## config.mk

```make
export PLATFORM = sky130hd
export DESIGN_NAME = alu_arbiter_seq
export DESIGN_NICKNAME = d
export VERILOG_FILES = /design/src/rtl/alu_arbiter_seq.sv
export SDC_FILE = /design/constraint.sdc
export NUM_CORES = 1
export LEC_CHECK = 0
export BUFFER_PORTS_ARGS = -buffer_cell sky130_fd_sc_hd__buf_2
export CAP_MARGIN = 20
export CORE_UTILIZATION = 35
export DETAILED_ROUTE_END_ITERATION = 6
export PLACE_DENSITY_LB_ADDON = 0.15
export SLEW_MARGIN = 20
export SYNTH_ARGS = -nofsm -noshare
export SYNTH_HDL_FRONTEND = slang
export SYNTH_SLANG_ARGS = --single-unit
export TNS_END_PERCENT = 10
```

## constraint.sdc

```tcl
create_clock -name clock -period 4 [get_ports clock]
set_clock_uncertainty 0.2 [all_clocks]
set_input_delay 0.4 -clock clock [delete_from_list [all_inputs] [get_ports clock]]
set_output_delay 0.4 -clock clock [all_outputs]
set_load 0.01 [all_outputs]
```

## src/rtl/alu_arbiter_seq.sv

```systemverilog
// ---------------------------------------------------------------------------
// alu_arbiter_seq
//
// Sequencer and two-port round-robin arbiter in front of the shared
// combinational ALU. One requester at a time is accepted, its opcode and
// operands are latched and held on the ALU inputs for a per-opcode settle
// window, the 64-bit ALU result is captured, and the result is handed back
// to the granted requester over a response handshake.
//
// Parameters:
//   ALU_WAIT  settle cycles for every opcode except multiply (>= 1)
//   MUL_WAIT  settle cycles for opcode 10, multiply (>= 1)
//
// Ports:
//   clock                     system clock, rising edge
//   clear                     asynchronous active-high reset
//   req0_valid / req1_valid   requester N has an operation pending
//   req0_ready / req1_ready   requester N is accepted this cycle (combinational)
//   req0_op    / req1_op      5-bit opcode
//   req0_a, req0_b / req1_a, req1_b   32-bit operands
//   rsp0_valid / rsp1_valid   result available for requester N
//   rsp0_ready / rsp1_ready   requester N takes the result
//   rsp_hi, rsp_lo            result bits 63:32 / 31:0 (shared)
//   alu_a, alu_b, alu_op      ALU input drives
//   alu_c                     ALU 64-bit result
//   busy                      sequencer is not idle
//   grant_id                  index of the current or most recent grant
// ---------------------------------------------------------------------------
module alu_arbiter_seq #(
  parameter int ALU_WAIT = 1,
  parameter int MUL_WAIT = 3
) (
  input  logic        clock,
  input  logic        clear,
  input  logic        req0_valid,
  output logic        req0_ready,
  input  logic [4:0]  req0_op,
  input  logic [31:0] req0_a,
  input  logic [31:0] req0_b,
  input  logic        req1_valid,
  output logic        req1_ready,
  input  logic [4:0]  req1_op,
  input  logic [31:0] req1_a,
  input  logic [31:0] req1_b,
  output logic        rsp0_valid,
  input  logic        rsp0_ready,
  output logic        rsp1_valid,
  input  logic        rsp1_ready,
  output logic [31:0] rsp_hi,
  output logic [31:0] rsp_lo,
  output logic [31:0] alu_a,
  output logic [31:0] alu_b,
  output logic [4:0]  alu_op,
  input  logic [63:0] alu_c,
  output logic        busy,
  output logic        grant_id
);

  localparam int MAX_WAIT = (MUL_WAIT > ALU_WAIT) ? MUL_WAIT : ALU_WAIT;
  localparam int CNT_W    = $clog2(MAX_WAIT + 1);

  localparam logic [CNT_W-1:0] ALU_CNT = CNT_W'(ALU_WAIT);
  localparam logic [CNT_W-1:0] MUL_CNT = CNT_W'(MUL_WAIT);
  localparam logic [CNT_W-1:0] CNT_ONE = CNT_W'(1);
  localparam logic [4:0]       OP_MUL  = 5'd10;

  typedef enum logic [1:0] {
    ST_IDLE = 2'd0,
    ST_EXEC = 2'd1,
    ST_RESP = 2'd2
  } state_t;

  // Settle window for an opcode; only multiply takes the long path.
  function automatic logic [CNT_W-1:0] wait_for_op(input logic [4:0] op);
    if (op == OP_MUL) begin
      return MUL_CNT;
    end else begin
      return ALU_CNT;
    end
  endfunction

  state_t            state_q, state_d;
  logic [CNT_W-1:0]  cnt_q, cnt_d;
  logic              last_q, last_d;
  logic              grant_q, grant_d;
  logic [4:0]        op_q, op_d;
  logic [31:0]       a_q, a_d;
  logic [31:0]       b_q, b_d;
  logic [63:0]       res_q, res_d;
  logic              rsp0_valid_q, rsp0_valid_d;
  logic              rsp1_valid_q, rsp1_valid_d;
  logic              busy_q, busy_d;

  logic              sel_valid_s;
  logic              sel_id_s;
  logic [4:0]        sel_op_s;
  logic [31:0]       sel_a_s;
  logic [31:0]       sel_b_s;
  logic              rsp_take_s;

  // Requester selection: a lone requester wins; on a tie the one that was
  // not served last wins.
  always_comb begin
    sel_valid_s = 1'b0;
    sel_id_s    = 1'b0;
    if (req0_valid && req1_valid) begin
      sel_valid_s = 1'b1;
      sel_id_s    = ~last_q;
    end else if (req0_valid) begin
      sel_valid_s = 1'b1;
      sel_id_s    = 1'b0;
    end else if (req1_valid) begin
      sel_valid_s = 1'b1;
      sel_id_s    = 1'b1;
    end else begin
      sel_valid_s = 1'b0;
      sel_id_s    = 1'b0;
    end
  end

  // Operand mux for the selected requester.
  always_comb begin
    sel_op_s = req0_op;
    sel_a_s  = req0_a;
    sel_b_s  = req0_b;
    if (sel_id_s) begin
      sel_op_s = req1_op;
      sel_a_s  = req1_a;
      sel_b_s  = req1_b;
    end else begin
      sel_op_s = req0_op;
      sel_a_s  = req0_a;
      sel_b_s  = req0_b;
    end
  end

  // Request ready is only offered while idle, and only to the selected port.
  always_comb begin
    req0_ready = 1'b0;
    req1_ready = 1'b0;
    if (state_q == ST_IDLE) begin
      req0_ready = sel_valid_s & ~sel_id_s;
      req1_ready = sel_valid_s &  sel_id_s;
    end else begin
      req0_ready = 1'b0;
      req1_ready = 1'b0;
    end
  end

  // Only the granted port's response ready matters.
  always_comb begin
    rsp_take_s = 1'b0;
    if (grant_q) begin
      rsp_take_s = rsp1_ready;
    end else begin
      rsp_take_s = rsp0_ready;
    end
  end

  // Next-state and datapath register updates.
  always_comb begin
    state_d = state_q;
    cnt_d   = cnt_q;
    last_d  = last_q;
    grant_d = grant_q;
    op_d    = op_q;
    a_d     = a_q;
    b_d     = b_q;
    res_d   = res_q;
    case (state_q)
      ST_IDLE: begin
        if (sel_valid_s) begin
          op_d    = sel_op_s;
          a_d     = sel_a_s;
          b_d     = sel_b_s;
          grant_d = sel_id_s;
          cnt_d   = wait_for_op(sel_op_s);
          state_d = ST_EXEC;
        end else begin
          state_d = ST_IDLE;
        end
      end
      ST_EXEC: begin
        cnt_d = cnt_q - CNT_ONE;
        if (cnt_q == CNT_ONE) begin
          res_d   = alu_c;
          state_d = ST_RESP;
        end else begin
          state_d = ST_EXEC;
        end
      end
      ST_RESP: begin
        if (rsp_take_s) begin
          last_d  = grant_q;
          state_d = ST_IDLE;
        end else begin
          state_d = ST_RESP;
        end
      end
      default: begin
        state_d = ST_IDLE;
      end
    endcase
  end

  // Status outputs are registered from the next-state values so they change
  // together with the state register.
  always_comb begin
    busy_d       = (state_d != ST_IDLE);
    rsp0_valid_d = 1'b0;
    rsp1_valid_d = 1'b0;
    if (state_d == ST_RESP) begin
      rsp0_valid_d = ~grant_d;
      rsp1_valid_d =  grant_d;
    end else begin
      rsp0_valid_d = 1'b0;
      rsp1_valid_d = 1'b0;
    end
  end

  // State and datapath registers; last resets to 1 so port 0 wins the first tie.
  always_ff @(posedge clock or posedge clear) begin
    if (clear) begin
      state_q      <= ST_IDLE;
      cnt_q        <= '0;
      last_q       <= 1'b1;
      grant_q      <= 1'b0;
      op_q         <= 5'd0;
      a_q          <= 32'd0;
      b_q          <= 32'd0;
      res_q        <= 64'd0;
      rsp0_valid_q <= 1'b0;
      rsp1_valid_q <= 1'b0;
      busy_q       <= 1'b0;
    end else begin
      state_q      <= state_d;
      cnt_q        <= cnt_d;
      last_q       <= last_d;
      grant_q      <= grant_d;
      op_q         <= op_d;
      a_q          <= a_d;
      b_q          <= b_d;
      res_q        <= res_d;
      rsp0_valid_q <= rsp0_valid_d;
      rsp1_valid_q <= rsp1_valid_d;
      busy_q       <= busy_d;
    end
  end

  // Operand registers hold after the operation, so the ALU inputs stay put in idle.
  assign alu_op     = op_q;
  assign alu_a      = a_q;
  assign alu_b      = b_q;
  assign rsp_hi     = res_q[63:32];
  assign rsp_lo     = res_q[31:0];
  assign rsp0_valid = rsp0_valid_q;
  assign rsp1_valid = rsp1_valid_q;
  assign busy       = busy_q;
  assign grant_id   = grant_q;

endmodule

```

* Word-level counts from Yosys, hierarchy flattened
Cells that the tools add are included.
** Word-level totals
- Register bits :: 142
- Logic and storage cells :: 53
- Input port bits :: 208
- Output and inout bits :: 139
** Cells by class
- Bitwise gates (word level) :: 5
- Equal/unequal tests :: 6
- Add/sub/neg operators :: 1
- Mux-type cells :: 22
- Reductions and logical operators :: 8
** Operators by type and width (count)
- 32-bit 2-to-1 mux :: 2
- 1-bit 2-to-1 mux :: 13
- 2-bit 2-to-1 mux :: 4
- 2-bit AND reduction :: 4
- 2-bit one-hot mux with 3 select lines :: 1
- 5-bit by 4-bit == test with 1-bit output (second input constant) :: 1
- 5-bit 2-to-1 mux :: 1
- 2-bit by 1-bit == test with 1-bit output (second input constant) :: 2
- 2-bit == test (second input constant) :: 2
- 2-bit one-hot mux with 2 select lines :: 1
- 2-bit nonzero test :: 2
- 1-bit inverter :: 3
- 1-bit bitwise AND :: 2
- 2-bit logical NOT :: 1
- 2-bit inequality test (second input constant) :: 1
- 2-bit by 1-bit subtractor with 2-bit output (second input constant) :: 1
- 1-bit logical AND :: 1

* Depth between registers and ports, before layout
Gate-level depths: netlist of run 1.
- Depth after elaboration :: 8
- Gate-level depth with buffers :: 6
- Gate-level depth less buffers :: 5

* Worst setup path before layout of run 1
OpenSTA, ideal clock, no wires.
- Path kind :: in2reg
- Start :: in req1_valid
- End :: reg op_q[0], in the netlist alu_op[0]
- Path slack :: 2.217 ns
- Cell stages on the path :: 4
- Data arrival time :: 1.459 ns
- Data required time :: 3.675 ns
- Buffers on the path :: 1
- Library setup time :: 0.125 ns
- Cells stage by stage :: a21boi_4 -> buf_4 -> mux2_2 -> mux2_2
** Between the ends
- Word-level cells in the longest chain between the ends :: 4
- Elaborated cells between the ends (all ways) :: 8
- Classes of those cells :: mux (6); reduce/logical (2)
** Ends and longest elaborated chain
- start, declared :: RTL line 40 : input logic req1_valid,
- 1-bit 2-to-1 mux :: RTL line 112 : end else if (req1_valid) begin
- 1-bit 2-to-1 mux :: RTL line 109 : end else if (req0_valid) begin
- 1-bit 2-to-1 mux :: RTL line 106 : if (req0_valid && req1_valid) begin
- 5-bit 2-to-1 mux / 2-bit AND reduction (equally long branches)
- end signal, assigned :: RTL line 240 : op_q <= op_d;
- end, declared :: RTL line 86 : logic [4:0] op_q, op_d;
Several ways; a longest one is shown, not always the timed one.
A chain may end at the register's enable or synchronous reset.

* Worst setup path after layout of run 1
- Start :: reg state_q[0]
- End :: reg a_q[1], in the netlist alu_a[1]
** Between the ends
- Word-level cells in the longest chain between the ends :: 2
** Ends and longest elaborated chain
- start, declared :: RTL line 82 : state_t state_q, state_d;
- start signal, assigned :: RTL line 236 : state_q <= state_d;
- 2-bit logical NOT :: RTL line 170 : case (state_q)
- 2-bit AND reduction (no line)
- end signal, assigned :: RTL line 229 : a_q <= 32'd0;
- end signal, assigned :: RTL line 241 : a_q <= a_d;
- end, declared :: RTL line 87 : logic [31:0] a_q, a_d;
No other way between the ends.

==> impl_metrics.yaml, run 1 <==
route:
  drc: 0
  drt-total-wl_um: 16500
  drt_iter0_markers: 119
  ant_nets: 0
  wire_per_inst_um: 15.9
  vias: 4750
  drt-pass1-iter-count: 4
  viasPerCell: 4.59
clock_network:
  clock_latency_ns: 0.41
  cts_buffer_depth: 2
  post_cts_resized: 0
  cts_tree: "done"
  postCtsSetupRepairBufs: 0
  cts_buffers: 17
  clk_pin_slew_ns: 0.06
  clockRootBuffer: "clkbuf_16"
  cts_hold_buf: 35
  htreeDepth: 4
  cts.sinks: 142
global_routing:
  grt_overflow_total: 0
  grt_usage_pct: 18.1
  grt_pass1_wl_um: 25300
  grt_max_degree: 72
  antenna_found_initial: 1
  grt_pass1_vias: 5076
placement:
  portBuffers: 346
  dp_cells: 961
  gp_congestion: 0.740
  placed_cell_area_um2: 8170
  dp_hpwl_um: 11900
yosys:
  syn_area_per_cell_um2: 15.3
  yosys_warnings: 0
  synth_area_um2: 6260
  syn_inst: 408
  ys_seq_elements: 142
  ys_types: 30
  seq_area_frac_synth_pct: 56.8
  syn_nets: 617
critical_path:
  worstPathRequired_ns: 4.09
  cpPeakStageDelay_ns: 0.83
  crit_type: "reg -> reg"
  worstPathArrival_ns: 2.54
  cp_max_fo: 71
  crit_path_start_kind: "register"
  crit_chain: "nor2_1 > o21a_4 > mux2_2"
  crit_path_end_kind: "register"
  critPathSlowestCell: "o21a_4"
floorplan:
  initial_core_util_pct: 36.1
  core_um2: 17400
  dieArea_um2: 18400
  core.rowCount: 48
  die_width_um: 136
  die_h_um: 136
  io_pins: 347
sta:
  slew_headroom_pct: 32.8
  setup_tns_ns: 0
  timing.final.max_slew_violations: 0
  worstMarginPinSlew_ns: 1.01
  fin_crit_sh_pct: 61.1
  finalSetupViolCount: 0
  hold_viol: 0
  timing.fmax_mhz: 409
  fin_crit_ns: 2.44
  rsz0062_at_grt: "false"
pwr:
  power.leakage_nw: 4.42
  vdd.ir_drop.worst_mv: 0.367
  power_density_nw_per_um2: 763
  clkPwrFrac_pct: 22.5
  power_frac_seq_pct: 36.3
  comb_power_share_pct: 41.2
  intPower_mw: 4.69
  p_sw_share_pct: 33.1
  p_sw_mw: 2.32
hold_path:
  min_path_type: "in -> reg"
run:
  drv_cap: 0
outcome:
  status: "finished clean"
final_layout:
  area_growth_pct: 46.8
  fin_cells: 1034
  layout.nets: 1004
  final_common_cell: "buf_2"
  design_area_um2: 9180
  final_cell_mix: "346 x buf_2, 189 x mux2_2, 141 x dfrtp_1, 39 x dlygate4sd3_1, 17 x clkbuf_16"
  layout-drive-gt1-share_pct: 71.2
## sequential cells by signal, indices dropped and copies added (netlist names)
| register | cells |
|---|---|
| rsp1_valid | 1 |
| grant_id | 1 |
| cnt_q | 2 |
| rsp0_valid | 1 |
| busy | 1 |
| alu_op | 5 |
| res_q | 64 |
| state_q | 2 |
| alu_a | 32 |
| last_q | 1 |
| alu_b | 32 |
## critical path, delay by kind of cell (launching register included)
family	cells	cell delay, ns
mux	1	0.42
flops	1	0.44
compound gates	1	0.83
simple gates	1	0.36
## power groups by stage
stage | registers (mW) | clock network (mW) | logic (mW)
after global placement | 2.55 | 0 | 2.84
final | 2.55 | 1.58 | 2.88
after detailed placement | 2.57 | 0 | 2.91
after global routing | 2.65 | 1.68 | 3.13
after CTS | 2.55 | 1.62 | 2.93
after floorplan | 2.90 | 0 | 1.45
## through the flow
step                hold slack, ns  utilization, %  total power, mW  worst slack [ns]
finish                      0.0209            52.9             7.01              1.56
global route               0.00385            52.9             7.46              1.38
CTS                       0.000961            52.5             7.11              1.53
detailed placement           0.287            47.1             5.47              1.35
global placement             0.282            47.1             5.39              1.44
floorplan                    0.320               -             4.36              1.62
## final timing paths
| kind | from | to | slack (ns) | cells after the start |
|---|---|---|---|---|
| worst min register to register | alu_b[21] | alu_b[21] | 0.30 | 1 |
| worst min-delay path | alu_c[30] | res_q[30] | 0.02 | 2 |
| worst max-delay path | state_q[0] | alu_a[1] | 1.56 | 3 |
| worst max register to register | state_q[0] | alu_a[1] | 1.56 | 3 |
| min in group asynchronous | clear | res_q[16] | 0.39 | 3 |
| max in group asynchronous | clear | res_q[3] | 2.39 | 4 |
## per-layer routing
metal | routed length, µm | vias to the layer above | share of wire, % | GRT usage (%)
met2 | 8570 | 220 | 52 | 32.0
met3 | 1450 | 18 | 8.8 | 6.77
met5 | 0 | - | 0 | 0
li1 | - | 2240 | - | -
met1 | 6230 | 2272 | 38 | 19.8
met4 | 229 | 0 | 1.4 | 6.24
## Yosys cell counts
| cell type | n | share of area, % |
|---|---|---|
| o21ai_0 | 2 | 0.16 |
| buf_4 | 10 | 1.2 |
| mux2_1 | 13 | 2.3 |
| a221oi_1 | 1 | 0.14 |
| nor2b_1 | 2 | 0.20 |
| mux2i_1 | 1 | 0.16 |
| nor2_1 | 4 | 0.24 |
| nor3_1 | 2 | 0.16 |
| a21boi_4 | 1 | 0.30 |
| a21oi_1 | 6 | 0.48 |
| a211oi_1 | 1 | 0.12 |
| nand3_1 | 2 | 0.16 |
| a21boi_0 | 1 | 0.12 |
| nand2_1 | 2 | 0.12 |
| or2b_1 | 1 | 0.12 |
| a21o_1 | 1 | 0.12 |
| dfrtp_1 | 141 | 56 |
| nand4_1 | 1 | 0.10 |
| nand3b_1 | 2 | 0.24 |
| nand2b_1 | 1 | 0.10 |
| mux2_2 | 189 | 34 |
| o21a_1 | 1 | 0.12 |
| inv_1 | 4 | 0.24 |
| and2_1 | 2 | 0.20 |
| dfstp_2 | 1 | 0.42 |
| ha_1 | 1 | 0.20 |
| buf_2 | 7 | 0.56 |
| buf_6 | 5 | 0.90 |
| nor4b_1 | 1 | 0.14 |
| o211ai_1 | 2 | 0.24 |
## cells by family (layout without fill, tap and decap cells)
family          after synthesis  count (layout)  synth area share [%]
other cells                   0               1                     0
compound gates               16              16                  1.80
simple gates                 20              20                  1.78
fa+ha+maj                     1               1                 0.200
mux                         203             203                  36.5
flops                       142             142                  56.8
buf+inv                      26             426                  2.90
## area by class of cell
type | instances | area, µm²
Fill cell | 1538 | 8170
Timing Repair Buffer | 390 | 2200
Tap cell | 225 | 282
Clock buffer | 20 | 457
Sequential cell | 142 | 3550
Antenna cell | 1 | 2.50
Multi-Input combinational cell | 240 | 2530
Inverter | 4 | 18.8
Clock inverter | 12 | 135
Power figures use the tool's default switching activity.
==> inputs of run 2 (changes only) <==
==> constraint.sdc (replaced) <==
create_clock -name clock -period 2.2 [get_ports clock]
set_clock_uncertainty 0.2 [all_clocks]
set_input_delay 0.22 -clock clock [delete_from_list [all_inputs] [get_ports clock]]
set_output_delay 0.22 -clock clock [all_outputs]
set_load 0.01 [all_outputs]
==> impl_metrics.yaml, run 2 <==
yosys:
  synth_compound_area_share_pct: 1.80
  synth_fa_ha_area_share_pct: 0.200
  ys_types: 30
  muxShareOfSynthArea_pct: 36.5
  yosys.area.top_type: "dfrtp_1"
  seq_area_frac_synth_pct: 56.8
  yosysTopAreaCellShare_pct: 56.4
  synth_edf_count: 0
  yosys_warnings: 0
  synthTopCellsByCount: "189 x mux2_2, 141 x dfrtp_1, 13 x mux2_1"
  synth_top_family_by_area: "multiplexers"
  synth_area_leaders: "dfrtp_1 56%, mux2_2 34%, mux2_1 2.3%"
  yosysMostFrequentCell: "mux2_2"
  synth_ff_type: "dfrtp_1"
  synth_area_um2: 6260
  syn_area_per_cell_um2: 15.3
  async_reset_ff_share_pct: 100
  ys_seq_elements: 142
  syn_inst: 408
  yosys.area_share.simple_pct: 1.78
  synth-xor-area-share_pct: 0
  syn_nets: 617
outcome:
  status: "did not finish"
  flow.stopped_at: "clock tree synthesis"
  stop_error: "[ERROR RSZ-0060] Max buffer count reached."
clock_network:
  postCtsSetupRepairBufs: 0
  cts_buffer_depth: 2
  cts_hold_buf: 201
  cts_buffers: 17
  clockRootBuffer: "clkbuf_16"
  post_cts_resized: 0
  htreeDepth: 4
  cts.sinks: 142
placement:
  dp_slack_ns: 0.215
  portBuffers: 346
  gp_congestion: 0.758
  dp_hpwl_um: 12200
  dp_cells: 968
floorplan:
  io_pins: 347
  core.rowCount: 48
  die_width_um: 136
  die_h_um: 136
  initial_core_util_pct: 36.1
run 2: cell counts after synthesis:
Identical to the previous run, type by type.
run 2: cell families after synthesis:
kind of cell	count (synthesis)
buffers and inverters	26
muxes	203
AOI/OAI and AO/OA	16
DFF	142
and+or+nand+nor	20
adders and majority gates	1
run 2: metrics by stage:
stage	area, µm²	util [%]	hold slack, ns
floorplan	6260	-	0.170
detailed placement	8260	47.6	0.160
global placement	8260	47.6	0.159
==> inputs of run 3 (changes only) <==
--- a/config.mk
+++ b/config.mk
@@ -7,7 +7,7 @@
 export LEC_CHECK = 0
 export BUFFER_PORTS_ARGS = -buffer_cell sky130_fd_sc_hd__buf_2
 export CAP_MARGIN = 20
-export CORE_UTILIZATION = 35
+export CORE_UTILIZATION = 20
 export DETAILED_ROUTE_END_ITERATION = 6
 export PLACE_DENSITY_LB_ADDON = 0.15
 export SLEW_MARGIN = 20
==> constraint.sdc (replaced) <==
create_clock -name clock -period 2.9 [get_ports clock]
set_clock_uncertainty 0.2 [all_clocks]
set_input_delay 0.29 -clock clock [delete_from_list [all_inputs] [get_ports clock]]
set_output_delay 0.29 -clock clock [all_outputs]
set_load 0.01 [all_outputs]
==> impl_metrics.yaml, run 3 (same netlist as run 1, synthesis figures left out) <==
critical_path:
  crit_path_end_kind: "register"
  cpMostUsedCell: "mux2_2"
  crit_family: "buffers and inverters"
  critPathSlowestCell: "dlygate4sd3_1"
  worstPathArrival_ns: 2.74
  worstPathRequired_ns: 3.01
  crit_path_start_kind: "register"
  cp_max_fo: 24
  rr_worst_depth: 5
  r2r_start: "last_q"
  cpPeakStageDelay_ns: 0.55
  rrSetupSlack_ns: 0.27
  r2r-end: "alu_a[15]"
  crit_chain: "a21boi_4 > buf_12 > mux2_2 > dlygate4sd3_1 > mux2_2"
  crit_type: "reg -> reg"
  path_buf_inv: 2
floorplan:
  core.rowCount: 64
  die_width_um: 179
  dieArea_um2: 32000
  die_h_um: 179
  core_um2: 30700
  initial_core_util_pct: 20.4
  io_pins: 347
global_routing:
  grt_overflow_total: 0
  grt_pass1_vias: 5144
  antenna_found_initial: 0
  grt_pass1_wl_um: 27600
  grt_max_degree: 65
  grt_usage_pct: 11.3
sta:
  fin_crit_sh_pct: 90.8
  timing.final.max_slew_violations: 0
  setup_tns_ns: 0
  finalSetupViolCount: 0
  hold_viol: 0
  worstMarginPinSlew_ns: 0.719
  rsz0062_at_grt: "false"
  fin_ws_ns: 0.265
  timing.fmax_mhz: 380
  fin_crit_ns: 2.63
  whs_ns: 0.0212
  slew_headroom_pct: 52.0
route:
  ant_nets: 0
  drt_iter0_markers: 167
  drc: 0
  route.met3.wl_um: 1560
  viasPerCell: 3.87
  wl_met2_um: 8800
  drt-pass1-iter-count: 4
  vias: 4913
  routed.top_layer: "met4"
  wire_per_inst_um: 14.4
  drt-total-wl_um: 18300
  met1_length_um: 7720
clock_network:
  cts.sinks: 142
  postCtsSetupRepairBufs: 0
  clock_latency_ns: 0.41
  clk_pin_slew_ns: 0.06
  cts_tree: "done"
  clockRootBuffer: "clkbuf_16"
  htreeDepth: 4
  cts_buffer_depth: 2
  cts_buffers: 17
run:
  drv_cap: 0
pwr:
  finalPower_mw: 10.0
  power_density_nw_per_um2: 995
  vdd.ir_drop.worst_mv: 0.372
  power.leakage_nw: 4.73
final_layout:
  antenna_cells: 0
  finalCoreUtilization_pct: 32.9
  area_growth_pct: 61.1
  layout-drive-gt1-share_pct: 67.1
  final_common_cell: "buf_2"
  largest_register_ffs: 64
  top_register: "res_q"
  layout.nets: 1070
  final_cell_mix: "346 x buf_2, 189 x mux2_2, 141 x dfrtp_1, 92 x dlygate4sd3_1, 17 x clkbuf_16"
hold_path:
  min_from: "req1_op[4]"
  whs_path_depth: 4
  min_delay_worst_endpoint: "cnt_q[1]"
  min_path_type: "in -> reg"
placement:
  gp_congestion: 0.696
  dp_hpwl_um: 13200
  dp_slack_ns: 0.626
  portBuffers: 346
outcome:
  status: "finished clean"
## run 3: power breakdown
group / switching (mW) / internal [mW]
registers: 0.476 / 3.02
logic: 1.90 / 2.27
clock network: 0.893 / 1.48
## run 3: per-layer routing
metal,GRT usage [%],up-vias
met4,3.88,0
li1,-,2364
met5,0,-
met2,19.2,214
met1,13.3,2321
met3,3.71,14
## run 3: worst max path at each step
| stage | from | to | cells past startpoint | slack, ns |
|---|---|---|---|---|
| 5_1_grt | last_q | alu_a[28] | 5 | 0.16 |
| 4_1_cts | last_q | alu_a[15] | 5 | 0.20 |
| 2_1_floorplan | clear | alu_a[0] | 1 | 0.63 |
| 3_3_place_gp | state_q[0] | alu_b[29] | 4 | 0.68 |
| 3_5_place_dp | req1_valid | alu_a[16] | 5 | 0.63 |
| 6_report | last_q | alu_a[15] | 5 | 0.27 |
## run 3: area by class of cell
class	count	area (µm²)
inverter	4	18.8
sequential	142	3550
clock inverter	10	163
multi-input combinational	240	2530
clock buffer	21	460
timing repair buffer	456	2860
fill	3155	20600
tap	396	495
## run 3: metrics by stage
| step | instances | instance area (µm²) |
|---|---|---|
| final | 1269 | 10100 |
| after global routing | 1269 | 10100 |
| after global placement | 1146 | 8540 |
| after CTS | 1269 | 10100 |
| after floorplan | 408 | 6260 |
| after detailed placement | 1146 | 8540 |
## run 3: worst min-delay path, stage by stage
cell	delay [ns]
buf_2	0.08
nor3_1	0.04
nand4_1	0.08
o211ai_1	0.09
## run 3: repair_timing
| action | 4_1_cts | 5_1_grt |
|---|---|---|
| endpoints found under the hold margin | 101 | 0 |
| resized for setup | 0 | 0 |
| hold buffers | 92 | 0 |
